--- src/rtl/exe_muldiv_unit.sv ---
// Iterative RV32M multiply/divide unit: bit-serial shift-add multiply and restoring divide,
// with a fast path for divide-by-zero and signed overflow.
module exe_muldiv_unit #(
  parameter int unsigned XLEN = 32
) (
  input  logic            clk,
  input  logic            reset,
  input  logic            in_valid,
  output logic            in_ready,
  input  logic [2:0]      in_funct3,
  input  logic [XLEN-1:0] in_op1,
  input  logic [XLEN-1:0] in_op2,
  input  logic [63:0]     in_inst_id,
  input  logic            kill,
  output logic            out_valid,
  output logic [XLEN-1:0] out_result,
  output logic [63:0]     out_inst_id
);

  typedef enum logic [1:0] {StIdle, StCalc, StFix, StDone} state_e;

  state_e            state_q, state_d;
  logic [2:0]        funct3_q;
  logic [63:0]       inst_id_q;
  logic              sign1_q, sign2_q, divz_q, ovf_q;
  logic [XLEN-1:0]   mag1_q, mag2_q;
  logic [2*XLEN-1:0] acc_q, acc_d, acc_step;
  logic [5:0]        cnt_q, cnt_d;
  logic [XLEN-1:0]   result_q, result_d;
  logic [63:0]       out_id_q;

  logic            accept, load, fix_en;
  logic            in_signed1, in_signed2, in_sign1, in_sign2, in_divz, in_ovf;
  logic [XLEN-1:0] in_mag1, in_mag2;

  assign in_ready    = (state_q == StIdle) || (state_q == StDone);
  assign accept      = in_valid && in_ready && !kill;
  assign out_valid   = (state_q == StDone);
  assign out_result  = result_q;
  assign out_inst_id = out_id_q;

  // MUL is treated as signed in both operands so the magnitude product can be re-signed
  assign in_signed1 = in_funct3[2] ? !in_funct3[0] : (in_funct3[1:0] != 2'b11);
  assign in_signed2 = in_funct3[2] ? !in_funct3[0] : !in_funct3[1];
  assign in_sign1   = in_signed1 && in_op1[XLEN-1];
  assign in_sign2   = in_signed2 && in_op2[XLEN-1];
  assign in_mag1    = in_sign1 ? -in_op1 : in_op1;
  assign in_mag2    = in_sign2 ? -in_op2 : in_op2;
  assign in_divz    = in_funct3[2] && (in_op2 == '0);
  assign in_ovf     = in_funct3[2] && !in_funct3[0] && (in_op2 == '1) &&
                      (in_op1 == {1'b1, {(XLEN-1){1'b0}}});

  // One datapath step: multiply shifts right through acc, divide shifts quotient in at bit 0
  logic [XLEN:0] mul_sum, div_shift, div_diff;
  logic          div_ge;

  always_comb begin
    mul_sum   = {1'b0, acc_q[2*XLEN-1:XLEN]} + (mag2_q[cnt_q[4:0]] ? {1'b0, mag1_q} : '0);
    div_shift = {acc_q[2*XLEN-1:XLEN], mag1_q[5'(XLEN-1) - cnt_q[4:0]]};
    div_ge    = (div_shift >= {1'b0, mag2_q});
    div_diff  = div_ge ? (div_shift - {1'b0, mag2_q}) : div_shift;
    acc_step  = funct3_q[2] ? {div_diff[XLEN-1:0], acc_q[XLEN-2:0], div_ge}
                            : {mul_sum, acc_q[XLEN-1:1]};
  end

  logic [2*XLEN-1:0] prod;
  logic [XLEN-1:0]   quot, rem;

  always_comb begin
    prod = (sign1_q ^ sign2_q) ? -acc_q : acc_q;
    quot = (sign1_q ^ sign2_q) ? -acc_q[XLEN-1:0] : acc_q[XLEN-1:0];
    rem  = sign1_q ? -acc_q[2*XLEN-1:XLEN] : acc_q[2*XLEN-1:XLEN];
    case (funct3_q)
      3'b000:                 result_d = prod[XLEN-1:0];
      3'b001, 3'b010, 3'b011: result_d = prod[2*XLEN-1:XLEN];
      3'b100, 3'b101: begin
        if (divz_q)     result_d = '1;
        else if (ovf_q) result_d = {1'b1, {(XLEN-1){1'b0}}};
        else            result_d = quot;
      end
      default: begin
        // Divide-by-zero remainder is op1, rebuilt from its magnitude and sign
        if (divz_q)     result_d = sign1_q ? -mag1_q : mag1_q;
        else if (ovf_q) result_d = '0;
        else            result_d = rem;
      end
    endcase
  end

  always_comb begin
    state_d = state_q;
    acc_d   = acc_q;
    cnt_d   = cnt_q;
    load    = 1'b0;
    fix_en  = 1'b0;
    case (state_q)
      StIdle: load = accept;
      StCalc: begin
        acc_d = acc_step;
        cnt_d = cnt_q + 6'd1;
        if (cnt_q == 6'(XLEN-1)) state_d = StFix;
      end
      StFix: begin
        fix_en  = 1'b1;
        state_d = StDone;
      end
      StDone: begin
        load    = accept;
        state_d = StIdle;
      end
      default: state_d = StIdle;
    endcase
    if (load) begin
      state_d = (in_divz || in_ovf) ? StFix : StCalc;
      acc_d   = '0;
      cnt_d   = '0;
    end
    if (kill) begin
      state_d = StIdle;
      fix_en  = 1'b0;
    end
  end

  always_ff @(posedge clk) begin
    if (reset) begin
      state_q   <= StIdle;
      acc_q     <= '0;
      cnt_q     <= '0;
      funct3_q  <= '0;
      inst_id_q <= '0;
      sign1_q   <= 1'b0;
      sign2_q   <= 1'b0;
      divz_q    <= 1'b0;
      ovf_q     <= 1'b0;
      mag1_q    <= '0;
      mag2_q    <= '0;
      result_q  <= '0;
      out_id_q  <= '0;
    end else begin
      state_q <= state_d;
      acc_q   <= acc_d;
      cnt_q   <= cnt_d;
      if (load) begin
        funct3_q  <= in_funct3;
        inst_id_q <= in_inst_id;
        sign1_q   <= in_sign1;
        sign2_q   <= in_sign2;
        divz_q    <= in_divz;
        ovf_q     <= in_ovf;
        mag1_q    <= in_mag1;
        mag2_q    <= in_mag2;
      end
      if (fix_en) begin
        result_q <= result_d;
        out_id_q <= inst_id_q;
      end
    end
  end

endmodule

--- config.mk ---
export PLATFORM = sky130hd
export DESIGN_NAME = exe_muldiv_unit
export DESIGN_NICKNAME = d
export VERILOG_FILES = /design/src/rtl/exe_muldiv_unit.sv
export SDC_FILE = /design/constraint.sdc
export NUM_CORES = 1
export LEC_CHECK = 0
export ABC_AREA = 1
export CAP_MARGIN = 20
export CORE_MARGIN = 10
export CORE_UTILIZATION = 35
export DETAILED_ROUTE_END_ITERATION = 8
export PLACE_DENSITY = 0.57
export SYNTH_ARGS = -nofsm -noshare
export SYNTH_HDL_FRONTEND = slang
export SYNTH_SLANG_ARGS = --single-unit
--- constraint.sdc ---
create_clock -name clk -period 3.32 [get_ports clk]
set_clock_uncertainty 0.1 [all_clocks]
set_input_delay 0.332 -clock clk [delete_from_list [all_inputs] [get_ports clk]]
set_output_delay 0.332 -clock clk [all_outputs]
set_load 0.1 [all_outputs]
==> Word-level counts from Yosys, hierarchy flattened <==
Cells that the tools add are included.
{ "op_classes": {"addsub": 10, "order_cmp": 3, "eq_ne": 13, "n_mux": 27, "n_bitwise": 1, "n_reduce_logical": 23} }
{ "op_table": {"columns": ["operator", "count"], "rows": [
  ["32-bit two-way mux", 11],
  ["32-bit negator", 5],
  ["64-bit two-way mux", 2],
  ["32-bit one-hot mux with 3 select lines", 1],
  ["32-bit == test, second input constant", 2],
  ["64-bit negator", 1],
  ["32-bit by 32-bit adder with 33-bit output", 1],
  ["33-bit by 32-bit greater-or-equal comparator with 1-bit output", 1],
  ["32-bit logical NOT", 1],
  ["32-bit subtractor", 1],
  ["5-bit by 6-bit < comparator with 1-bit output, second input constant", 2],
  ["1-bit binary-select mux with 5-bit select", 2],
  ["1-bit logical AND", 8],
  ["2-bit OR reduction", 4],
  ["1-bit two-way mux", 7],
  ["6-bit by 1-bit adder with 6-bit output, second input constant", 1],
  ["3-bit by 2-bit == test with 1-bit output, second input constant", 2],
  ["3-bit == test, second input constant", 2],
  ["6-bit by 5-bit == test with 1-bit output, second input constant", 1],
  ["2-bit two-way mux", 3],
  ["2-bit one-hot mux with 3 select lines", 1],
  ["5-bit subtractor, first input constant", 1],
  ["2-bit == test, second input constant", 2],
  ["4-bit nonzero test", 1],
  ["11 further kinds", 14]
]} }
{ "word_totals": {"elab_cells": 90, "in_bits": 135, "reg_bits": 303, "output_inout_bits": 98} }

==> Logic depth before layout (Yosys ltp) <==
Gate-level depths: netlist (run 1).
{ "depth": {"depth_word": 7, "ltp_mapped": 26, "ltp_nobuf": 24} }

==> Worst setup path after synthesis (run 1) <==
OpenSTA, ideal clock, no wires.
{ "synth_timing": {"kind": "register to register", "from": "register cnt_q[0]", "to": "register acc_q[45]", "slack_ns": -0.049, "period_less_slack_ns": 3.369, "setup_time_ns": 0.109, "n_path_buf": 3, "t_arrival_ns": 3.160, "t_required_ns": 3.111, "path_stages_with_launch": 23, "path_cell_list": "dfxtp_1 buf_2 clkbuf_1 o21ai_0 nand3_1 nand3_1 nand4_1 o21ai_1 buf_2 nor2_1 ha_1 fa_1 nand2_1 o21ai_0 nand2_1 nand2_1 nand3_1 nand2_1 or2_2 a21oi_1 nand3_1 nand2_1 inv_1"} }
{ "synth_via": {"elab_chain_len": 6, "word_cells_on_any_way": 11, "cone_classes": "add/sub: 3; order compare: 1; mux: 7"} }
{ "synth_rtl": {"columns": ["element", "line_no", "rtl"], "rows": [
  ["start, declared", "28", "logic [5:0] cnt_q, cnt_d;"],
  ["start signal, assigned", "142", "cnt_q <= cnt_d;"],
  ["5-bit subtractor", "59", "div_shift = {acc_q[2*XLEN-1:XLEN], mag1_q[5'(XLEN-1) - cnt_q[4:0]]};"],
  ["1-bit binary-select mux with 5-bit select", "59", null],
  ["1-bit two-way mux (implied by the code)", "59", null],
  ["32-bit subtractor / 33-bit by 32-bit greater-or-equal comparator with 1-bit output (equally long branches)", "61, 60", null],
  ["32-bit two-way mux", "61", "div_diff = div_ge ? (div_shift - {1'b0, mag2_q}) : div_shift;"],
  ["64-bit two-way mux (*)", "62", "acc_step = funct3_q[2] ? {div_diff[XLEN-1:0], acc_q[XLEN-2:0], div_ge}"],
  ["end signal, assigned", "127", "acc_q <= '0;"],
  ["end signal, assigned", "141", "acc_q <= acc_d;"],
  ["end, declared", "27", "logic [2*XLEN-1:0] acc_q, acc_d, acc_step;"]
]} }
Mark *: on every way between the ends. The rest lies on a longest branch, timed or not. The select of a mux whose other input is x is not followed.
A chain may end at the register's enable or synchronous reset.

==> Final worst setup path (run 1) <==
{ "layout_timing": {"from": "register cnt_q[0]", "to": "register acc_q[49]"} }
The elaborated chain is that of the path after synthesis.

==> run summary, run 1 <==
die span in x = 277 µm
final setup vio count = 0
largest net degree at the start of global routing = 97
Pre-Repair DR Iteration Count = 6
gpl congestion = 1.00
IO Pins = 233
Synth area leaders = dfxtp_1 26%, nand2_1 18%, inv_1 8.6%, o21ai_0 8.2%, a21oi_1 7.8%
sequence of cells on the critical path = buf_8, a21oi_2, o21ai_1, nand3_1, nand3_1, nand3_2, o21ai_4, buf_12, buf_8, nor2_2, ha_4, nand2_2, buf_6, inv_2, nand2_2, buf_6, nor2_4, nand4_1, nand3_2, a21oi_1, o21ai_1, nand2_1, nor2_1, nor2_1
first-iteration detailed-routing DRC count = 2827
Slowest-stage cell, CP = dfxtp_4
H-tree Lvls = 2
CP Launch Type = flop
height of the chip = 277 µm
Worst EP required = 3700 ps
Bufs and invs on worst path = 6
Via Count = 28000
port bufs = 232
gr busiest metal = met2
dpl hpwl = 83900 µm
leakage = 14.2 nW
RSZ-0062 raised after global routing = true
post-DR wirelength/cell = 20.3 µm
slew at the pin with the worst max-slew slack = 1060 ps
proportion of layout cells with a drive suffix above 1 = 13.8%
register area = 6070 µm²
vias per cell = 5.32
fraction of registers with async set/reset = 0%
Tightest Hold Check Type = primary input to flop
Mapped Cells = 4026
CP top delay family = simple AND/OR/NAND/NOR gates
first-pass GRT wire length = 156000 µm
Peak Freq = 308 MHz
Worst-path clk slew = 60 ps
initial antenna violation count = 4
Worst path max stage delay = 410 ps
Post-route DRC = 0
Clock Latency Late Sink = 580 ps
area leader, netlist = dfxtp_1
max-slew violation count = 0
Num CTS Buffers = 38
crit end category = flop
Seq cells post-synth = 303
Ant. Diodes = 0
grt ovf = 0
Synth cell types = 56
Post-Synthesis Net Count = 4239
row count = 94
Hold WS = 164 ps
max-cap violations = 0
EDFF count, synth = 0
met1 usage = 34.1%
final WL = 107000 µm
crit path DAT = 3630 ps
Core Region = 65700 µm²
Pwr per Cell Area = 427 nW/µm²
final core occ = 46.3%
period utilization = 97.8%
syn avg cell area = 5.76 µm²
fraction of post-synthesis cell area in the top cell type by area = 26.2%
Max clock buf depth = 3
grt met3 use = 5.80%
Hold Vio Cnt, Final = 0
Worst IR Drop VDD = 0.375 mV
CTS tree = yes
die area = 76900 µm²
top_reg_cell synth = dfxtp_1
clk root buf = clkbuf_16
kind of critical path = flop to flop
relative slew slack = 28.8%
synth warn = 0
footprint of the multi-input gates = 15700 µm²
# nets final = 4578
vias in the first global route = 25600
CTS sink cnt = 303
mapped cell area = 23200 µm²
min cycle time layout = 3250 ps
met2 Track Usage GR = 40.2%
outcome = finished clean
Area Overhead vs Synth = 31.3%
Antenna Nets Post-Route = 0
initial core utilization = 35.2%
fillers = 6924
All-Layer GR Usage = 25.8%
share of the yosys chip area belonging to registers = 26.2%
crit path max fanout = 8
-- per-layer routing --
layer  up-vias  share of wire [%]  wire length, µm
met5         -              0.052               55
met4         8                4.2             4520
met3       227                8.5             9090
met2      1117                 43            46400
met1     12800                 44            46600
li1      13800                  -                -
-- state kept, by name, indices dropped and copies added (netlist names), 3 cells and up --
| name | flops |
|---|---|
| acc_q | 64 |
| cnt_q | 6 |
| funct3_q | 3 |
| inst_id_q | 64 |
| mag1_q | 32 |
| mag2_q | 32 |
| out_inst_id | 64 |
| out_result | 32 |
-- cell usage after synthesis (6+ instances only) --
cell,instances
a21oi_1,362
a31oi_1,8
and3_1,6
buf_1,17
buf_2,24
clkbuf_1,111
dfxtp_1,303
ha_1,76
inv_1,532
inv_2,10
nand2_1,1097
nand2_2,9
nand3_1,359
nand3b_1,8
nand4_1,59
nor2_1,432
nor2_2,13
nor3_1,41
nor4_1,11
o211ai_1,11
o21ai_0,379
o21ai_1,22
o21bai_1,11
o22ai_1,24
o32ai_1,10
or2_2,6
xnor2_1,13
xor2_1,27
-- cells in the final DEF, fill, tap and decap left out, types with 6 or more instances in the layout --
master	count
nand3_1	337
clkdlybuf4s50_1	210
o211ai_1	11
buf_4	204
nand3b_1	8
nor2_1	378
clkbuf_8	7
inv_2	24
xnor2_1	13
a31oi_1	8
xor2_1	27
nand2_1	1038
nor2_2	48
o32ai_1	10
buf_6	24
clkbuf_1	10
ha_4	24
nor2_4	21
nor4_1	10
inv_6	6
clkbuf_16	41
inv_1	511
nand2_2	48
o21ai_1	36
o21ai_0	347
o21ai_2	17
nand4_1	59
a21oi_4	7
a21oi_2	24
buf_12	11
o22ai_1	24
a21oi_1	332
nand3_2	23
nand2_4	19
ha_1	48
o21bai_1	8
dfxtp_1	299
and3_1	6
nor3_1	38
-- cell type report --
type / count / share of cell area [%]
tap: 864 / 3.55
clock inverter: 12 / 0.633
sequential: 303 / 20.0
clock buffer: 55 / 3.57
timing repair buffer: 456 / 13.9
multi-input combinational: 3022 / 51.6
inverter: 544 / 6.79
-- cell families after synthesis --
group,after synthesis,synth area share [%]
AOI/OAI and AO/OA,844,19.1
xor gates and xnor gates,40,1.51
adders and majority gates,78,4.28
buffers and inverters,701,11.6
DFF,303,26.2
and+or+nand+nor,2060,37.4
-- what timing repair did --
action,4_1_cts,5_1_grt
gates cloned,0,4
buffers inserted,0,20
pin swaps,0,110
hold endpoints to repair,0,0
hold buffers,0,0
gates resized for setup,5,370
setup endpoints to repair,18,33
-- worst min-delay path, cell delays in order --
cell,delay (ps)
buf_2,180
buf_4,190
a21oi_1,100
-- report_power, final --
| part | switching, mW | internal (mW) |
|---|---|---|
| Sequential | 0.171 | 3.82 |
| Combinational | 3.15 | 1.55 |
| Clock | 1.82 | 2.47 |
-- path summary, 6_finish.rpt --
kind | slack, ps | endpoint | start | depth (start not counted)
worst min-delay path | 160 | out_result[26]$_SDFFE_PP0P_ | reset | 3
worst max-delay path | 70 | acc_q[49]$_SDFFE_PP0N_ | cnt_q[0]$_SDFFE_PP0N_ | 24
worst min register to register | 340 | out_inst_id[57]$_SDFFE_PP0P_ | inst_id_q[57]$_SDFFE_PP0P_ | 2
worst max register to register | 70 | acc_q[49]$_SDFFE_PP0N_ | cnt_q[0]$_SDFFE_PP0N_ | 24
-- through the flow --
step                worst slack (ps)  cell area [µm²]  instances  setup TNS, ps  power, mW
global placement                -107            27500       5165           -573       8.46
detailed placement              -149            27500       5165          -1060       8.46
floorplan                       34.2            23200       4026              0       6.83
finish                          72.2            30400       5256              0       13.0
CTS                             1.61            28800       5232              0       12.8
global route                   -79.2            30400       5256           -520       13.6
(Power assumes the default switching activity.)
==> run 2, diff against run 1 <==
--- a/config.mk
+++ b/config.mk
@@ -10,7 +10,7 @@
 export CORE_MARGIN = 10
 export CORE_UTILIZATION = 35
 export DETAILED_ROUTE_END_ITERATION = 8
-export PLACE_DENSITY = 0.57
+export PLACE_DENSITY = 0.55
 export SYNTH_ARGS = -nofsm -noshare
 export SYNTH_HDL_FRONTEND = slang
 export SYNTH_SLANG_ARGS = --single-unit
==> constraint.sdc (replaced) <==
create_clock -name clk -period 3 [get_ports clk]
set_clock_uncertainty 0.1 [all_clocks]
set_input_delay 0.3 -clock clk [delete_from_list [all_inputs] [get_ports clk]]
set_output_delay 0.3 -clock clk [all_outputs]
set_load 0.1 [all_outputs]
==> run 2 against run 1 <==
Compared with the run above:
- the run now ends with setup timing left
- count of clock-buffer cells in the layout decreased by 4
- flip-flop and latch count unchanged
- register-to-register slack lost 310 ps
- first-iteration DRC count down 14%
- setup slack lost 310 ps
- power grew 16%
- critical endpoint is now acc_q[59]$_SDFFE_PP0N_
==> run summary, run 2 (synthesis gave the netlist of run 1 again) <==
Bufs and invs on worst path = 6 (unchanged)
outcome = finished, violations left
Num CTS Buffers = 39 (+2.6%)
most frequent cell on the critical path = nand3_1
vias per cell = 5.29 (-0.51%)
crit path max fanout = 8 (unchanged)
max-cap violations = 0 (unchanged)
min-delay src = reset
Finished Layout Cells = 5351 (+1.8%)
crit path DAT = 3610 ps (-20 ps)
proportion of layout cells with a drive suffix above 1 = 16.6% (+2.8 points)
Antenna Nets Post-Route = 0 (unchanged)
footprint of the multi-input gates = 15500 µm² (-1.0%)
CP Launch Type = flop
dpl cells = 5248 (+1.6%)
Slowest-stage cell, CP = dfxtp_4
vias in the first global route = 26000 (+1.6%)
Pwr per Cell Area = 488 nW/µm² (+14%)
kind of critical path = flop to flop
max-slew violation count = 0 (unchanged)
Via Count = 28300 (+1.3%)
clk root buf = clkbuf_16
CTS sink cnt = 303 (unchanged)
Peak Freq = 309 MHz (+0.37%)
Pre-Repair DR Iteration Count = 5 (-1)
sequence of cells on the critical path = buf_6, a21oi_2, o21ai_1, nand3_1, nand3_1, nand3_2, o21ai_4, buf_12, clkbuf_16, nor2_1, ha_1, nand2_2, nor2_4, buf_4, a21oi_1, buf_4, nor2_2, nor2_1, nand2_1, nand2_1, nand3_1, nand3_1, nand2_1, inv_1
leakage = 14.7 nW (+4.0%)
largest net degree at the start of global routing = 97 (unchanged)
initial antenna violation count = 6 (+2)
min cycle time layout = 3240 ps (-11.8 ps)
CTS hold repair buffers = 0 (unchanged)
Tightest Hold Check Type = primary input to flop
Worst path max stage delay = 420 ps (about the same)
height of the chip = 277 µm (unchanged)
Worst-path clk slew = 60 ps (about the same)
final setup vio count = 33 (+33)
port bufs = 232 (unchanged)
setup TNS = -4100 ps (-4100 ps)
Clock Latency Late Sink = 590 ps (about the same)
most frequent cells in the layout = 1054 x nand2_1, 515 x inv_1, 390 x nor2_1, 374 x buf_4, 340 x o21ai_0
IO Pins = 233 (unchanged)
relative slew slack = 43.5% (+15 points)
die span in x = 277 µm (unchanged)
H-tree Lvls = 2 (unchanged)
final WL = 108000 µm (+1.2%)
# nets final = 4668 (+2.0%)
Area Overhead vs Synth = 33.7%
CTS tree = yes
r2r startpoint = cnt_q[0]$_SDFFE_PP0N_
die area = 76900 µm² (unchanged)
Post-route DRC = 0 (unchanged)
failing checks = setup timing
initial core utilization = 35.2% (unchanged)
Setup WS post-layout = -236 ps (-308 ps)
Worst IR Drop VDD = 0.391 mV (+4.3%)
gpl congestion = 0.995 (-0.84%)
Worst setup startpoint = cnt_q[0]$_SDFFE_PP0N_
crit end category = flop
Core Region = 65700 µm² (unchanged)
RSZ-0062 raised after global routing = true
post-DR wirelength/cell = 20.2 µm (-0.57%)
dpl hpwl = 85700 µm (+2.1%)
All-Layer GR Usage = 26.3% (+0.54 points)
grt ovf = 0 (unchanged)
Hold Vio Cnt, Final = 0 (unchanged)
slew at the pin with the worst max-slew slack = 847 ps (-218 ps)
first-pass GRT wire length = 159000 µm (+1.8%)
fillers = 7016 (+1.3%)
Worst EP required = 3370 ps (-330 ps)
Max clock buf depth = 3 (unchanged)
register area = 6080 µm² (about the same)
first-iteration detailed-routing DRC count = 2424 (-14%)
most common cell after layout, fill and taps aside = nand2_1
CP top delay family = simple AND/OR/NAND/NOR gates
period utilization = 108% (+10 points)
row count = 94 (unchanged)
[run 2: report_power, final]
part | internal, mW | total, mW | switching, mW
logic | 1.87 | 5.47 | 3.60
registers | 4.23 | 4.36 | 0.132
clock network | 3.23 | 5.29 | 2.06
total | 9.32 | 15.1 | 5.79
[run 2: cell type report]
type,instances,share of cell area (%)
sequential,303,19.6
clock inverter,21,1.16
inverter,544,6.68
multi-input combinational,3022,50.1
antenna,1,0.00807
clock buffer,51,3.52
timing repair buffer,545,15.4
tap,864,3.49
[run 2: layer usage]
| layer | track usage (%) | share of wire [%] |
|---|---|---|
| met4 | 9.25 | 3.9 |
| met2 | 41.1 | 44 |
| met3 | 4.76 | 7.9 |
| met1 | 35.6 | 44 |
| met5 | 0 | 0.047 |
[run 2: path summary, 6_finish.rpt]
path / end / slack, ps / cells after the start
max: acc_q[59]$_SDFFE_PP0N_ / -240 / 24
max reg2reg: acc_q[59]$_SDFFE_PP0N_ / -240 / 24
min: ovf_q$_SDFFE_PP0P_ / 110 / 2
min reg2reg: out_inst_id[54]$_SDFFE_PP0P_ / 330 / 2
[run 2: timing repair]
item / CTS / global route
pin swaps: 29 / 55
gates cloned: 3 / 3
endpoints found under the setup margin: 33 / 33
resized for setup: 156 / 155
buffers inserted: 12 / 13
[run 2: through the flow]
| stage | area, µm² | utilization, % | setup slack, ps | hold WS (ps) | total power [mW] |
|---|---|---|---|---|---|
| detailed placement | 28000 | 42.6 | -521 | 337 | 9.53 |
| global placement | 28000 | 42.6 | -563 | 335 | 9.53 |
| finish | 31000 | 47.1 | -236 | 111 | 15.1 |
| CTS | 30100 | 45.8 | -229 | 85.8 | 14.9 |
| global route | 31000 | 47.1 | -571 | 124 | 15.8 |
| floorplan | 23200 | - | 25.4 | 313 | 7.56 |
==> run 3, diff against run 2 <==
--- a/config.mk
+++ b/config.mk
@@ -7,10 +7,12 @@
 export LEC_CHECK = 0
 export ABC_AREA = 1
 export CAP_MARGIN = 20
+export CELL_PAD_IN_SITES_DETAIL_PLACEMENT = 1
+export CELL_PAD_IN_SITES_GLOBAL_PLACEMENT = 2
 export CORE_MARGIN = 10
-export CORE_UTILIZATION = 35
+export CORE_UTILIZATION = 30
 export DETAILED_ROUTE_END_ITERATION = 8
-export PLACE_DENSITY = 0.55
+export PLACE_DENSITY = 0.83
 export SYNTH_ARGS = -nofsm -noshare
 export SYNTH_HDL_FRONTEND = slang
 export SYNTH_SLANG_ARGS = --single-unit
==> run 3 against run 2 <==
Compared with the run above:
- the run still ends with setup timing left
- first-iteration DRC count down 10%
- power down 1.3%
- clock power down 3.8%
- flip-flop and latch count unchanged
- critical endpoint is now acc_q[44]$_SDFFE_PP0N_
- largest cell class unchanged
- largest power group unchanged
==> run summary, run 3 (synthesis gave the netlist of run 1 again) <==
outcome = finished, violations left
failing checks = setup timing
port bufs = 232 (unchanged)
Comb pwr share = 36.8% (+0.6 points)
vias per cell = 5.20 (-1.8%)
Post-route DRC = 0 (unchanged)
max-slew violation count = 0 (unchanged)
Flop pwr share = 29.1% (+0.3 points)
All-Layer GR Usage = 25.4% (-0.92 points)
Hold Vio Cnt, Final = 0 (unchanged)
dpl hpwl = 95200 µm (+11%)
initial core utilization = 30.4% (-4.8 points)
clock power share = 34.1% (-0.9 points)
Worst EP required = 3390 ps (+20 ps)
fillers = 10200 (+45%)
H-tree Lvls = 2 (unchanged)
Antenna Nets Post-Route = 0 (unchanged)
post-DR wirelength/cell = 21.4 µm (+6.3%)
Power Total = 14.9 mW (-1.3%)
clk root buf = clkbuf_16
height of the chip = 298 µm (+7.4%)
first-pass GRT wire length = 176000 µm (+11%)
Finished Layout Cells = 5523 (+3.2%)
dpl cells = 5441 (+3.7%)
Pre-Repair DR Iteration Count = 5 (unchanged)
Worst IR Drop VDD = 0.461 mV (+18%)
Num CTS Buffers = 39 (unchanged)
CP Launch Type = flop
Worst-path clk slew = 70 ps (about the same)
NetSw = 5.87 mW (+1.3%)
gpl congestion = 0.969 (-2.6%)
Hold WS = 71.1 ps (-40.4 ps)
row count = 101 (+7.4%)
IO Pins = 233 (unchanged)
leakage = 14.7 nW (-0.37%)
min cycle time layout = 3380 ps (+147 ps)
initial antenna violation count = 5 (-1)
setup TNS = -7570 ps (-3470 ps)
CTS tree = yes
crit path DAT = 3770 ps (+160 ps)
RSZ-0062 raised after global routing = true
r2r setup slk = -380 ps (-150 ps)
relative slew slack = 33.9% (-9.6 points)
Max clock buf depth = 3 (unchanged)
largest net degree at the start of global routing = 80 (-18%)
Core Region = 76200 µm² (+16%)
Setup WS post-layout = -383 ps (-147 ps)
proportion of layout cells with a drive suffix above 1 = 15.9% (-0.62 points)
# nets final = 4679 (+0.24%)
CTS hold repair buffers = 0 (unchanged)
Tightest Hold Check Type = primary input to flop
Clock Latency Late Sink = 600 ps (about the same)
switching share of power = 39.3% (+0.98 points)
die span in x = 298 µm (+7.4%)
Pwr per Cell Area = 486 nW/µm² (-0.33%)
Peak Freq = 296 MHz (-4.3%)
slew at the pin with the worst max-slew slack = 990 ps (+143 ps)
grt ovf = 0 (unchanged)
final WL = 118000 µm (+9.7%)
crit path max fanout = 11 (+3)
die area = 88800 µm² (+15%)
vias in the first global route = 28600 (+9.9%)
most frequent cells in the layout = 1056 x nand2_1, 519 x inv_1, 396 x nor2_1, 396 x buf_4, 342 x o21ai_0
Internal Power = 9.06 mW (-2.8%)
final core occ = 40.3% (-6.8 points)
Via Count = 28700 (+1.3%)
Area Overhead vs Synth = 32.5%
most common cell after layout, fill and taps aside = nand2_1
first-iteration detailed-routing DRC count = 2181 (-10%)
crit end category = flop
kind of critical path = flop to flop
CTS sink cnt = 303 (unchanged)
period utilization = 113% (+4.9 points)
final setup vio count = 31 (-6.1%)
max-cap violations = 0 (unchanged)
run 3: through the flow:
step / area, µm² / worst slack, ps
floorplan: 23200 / 25.4
global placement: 28400 / -437
detailed placement: 28400 / -480
CTS: 30100 / -322
global route: 30700 / -558
finish: 30700 / -383
run 3: path summary, 6_finish.rpt:
check,start,endpoint,cells past startpoint
setup / recovery,cnt_q[0]$_SDFFE_PP0N_,acc_q[44]$_SDFFE_PP0N_,23
hold / removal,reset,ovf_q$_SDFFE_PP0P_,2
setup reg to reg,cnt_q[0]$_SDFFE_PP0N_,acc_q[44]$_SDFFE_PP0N_,23
hold reg to reg,inst_id_q[57]$_SDFFE_PP0P_,out_inst_id[57]$_SDFFE_PP0P_,2
run 3: cell type report:
| type | instances | area (µm²) | area share [%] |
|---|---|---|---|
| Tap cell | 1030 | 1290 | 4.20 |
| Inverter | 544 | 2060 | 6.70 |
| Sequential cell | 303 | 6080 | 19.8 |
| Timing Repair Buffer | 556 | 4760 | 15.5 |
| Clock inverter | 12 | 230 | 0.750 |
| Multi-Input combinational cell | 3022 | 15200 | 49.4 |
| Antenna cell | 3 | 7.51 | 0.0244 |
| Clock buffer | 53 | 1120 | 3.64 |
run 3: metal layers:
| metal | part of all wire [%] | vias to the layer above | GRT usage [%] | routed length [µm] |
|---|---|---|---|---|
| met5 | 0.023 | - | 0 | 27 |
| met4 | 3.5 | 4 | 8.55 | 4100 |
| met3 | 5.9 | 186 | 3.69 | 6970 |
| met2 | 46 | 764 | 41.7 | 54200 |
| met1 | 45 | 13800 | 33.5 | 53100 |
| li1 | - | 14000 | - | - |
run 3: power by group through the flow:
| stage | Clock [mW] | Combinational [mW] | Sequential (mW) |
|---|---|---|---|
| after global routing | 5.36 | 5.96 | 4.37 |
| after detailed placement | 0 | 5.24 | 4.43 |
| final | 5.09 | 5.49 | 4.35 |
| after floorplan | 0 | 2.80 | 4.76 |
| after CTS | 5.18 | 5.33 | 4.35 |
| after global placement | 0 | 5.20 | 4.43 |
run 3: critical path, stage by stage, from the launching register on:
cell and delay (ps):
dfxtp_4 450, buf_12 140, a21oi_1 60, o21ai_1 90
nand3_1 90, nand3_1 100, nand3_2 90, o21ai_4 280
buf_12 190, nor2_1 70, ha_1 340, buf_6 150
nand2_4 90, inv_1 60, nand2_1 80, nand3_2 110
a21oi_2 130, nand2_2 110, buf_6 130, xor2_1 130
a21oi_1 120, nand3_1 80, nand2_1 60, inv_1 40
run 3: what timing repair did:
| item | 4_1_cts | 5_1_grt |
|---|---|---|
| hold endpoints to repair | 0 | 0 |
| pin swaps | 17 | 60 |
| setup endpoints to repair | 33 | 33 |
| resized for setup | 95 | 153 |
| setup buffers | 3 | 10 |
| cloned | 2 | 2 |
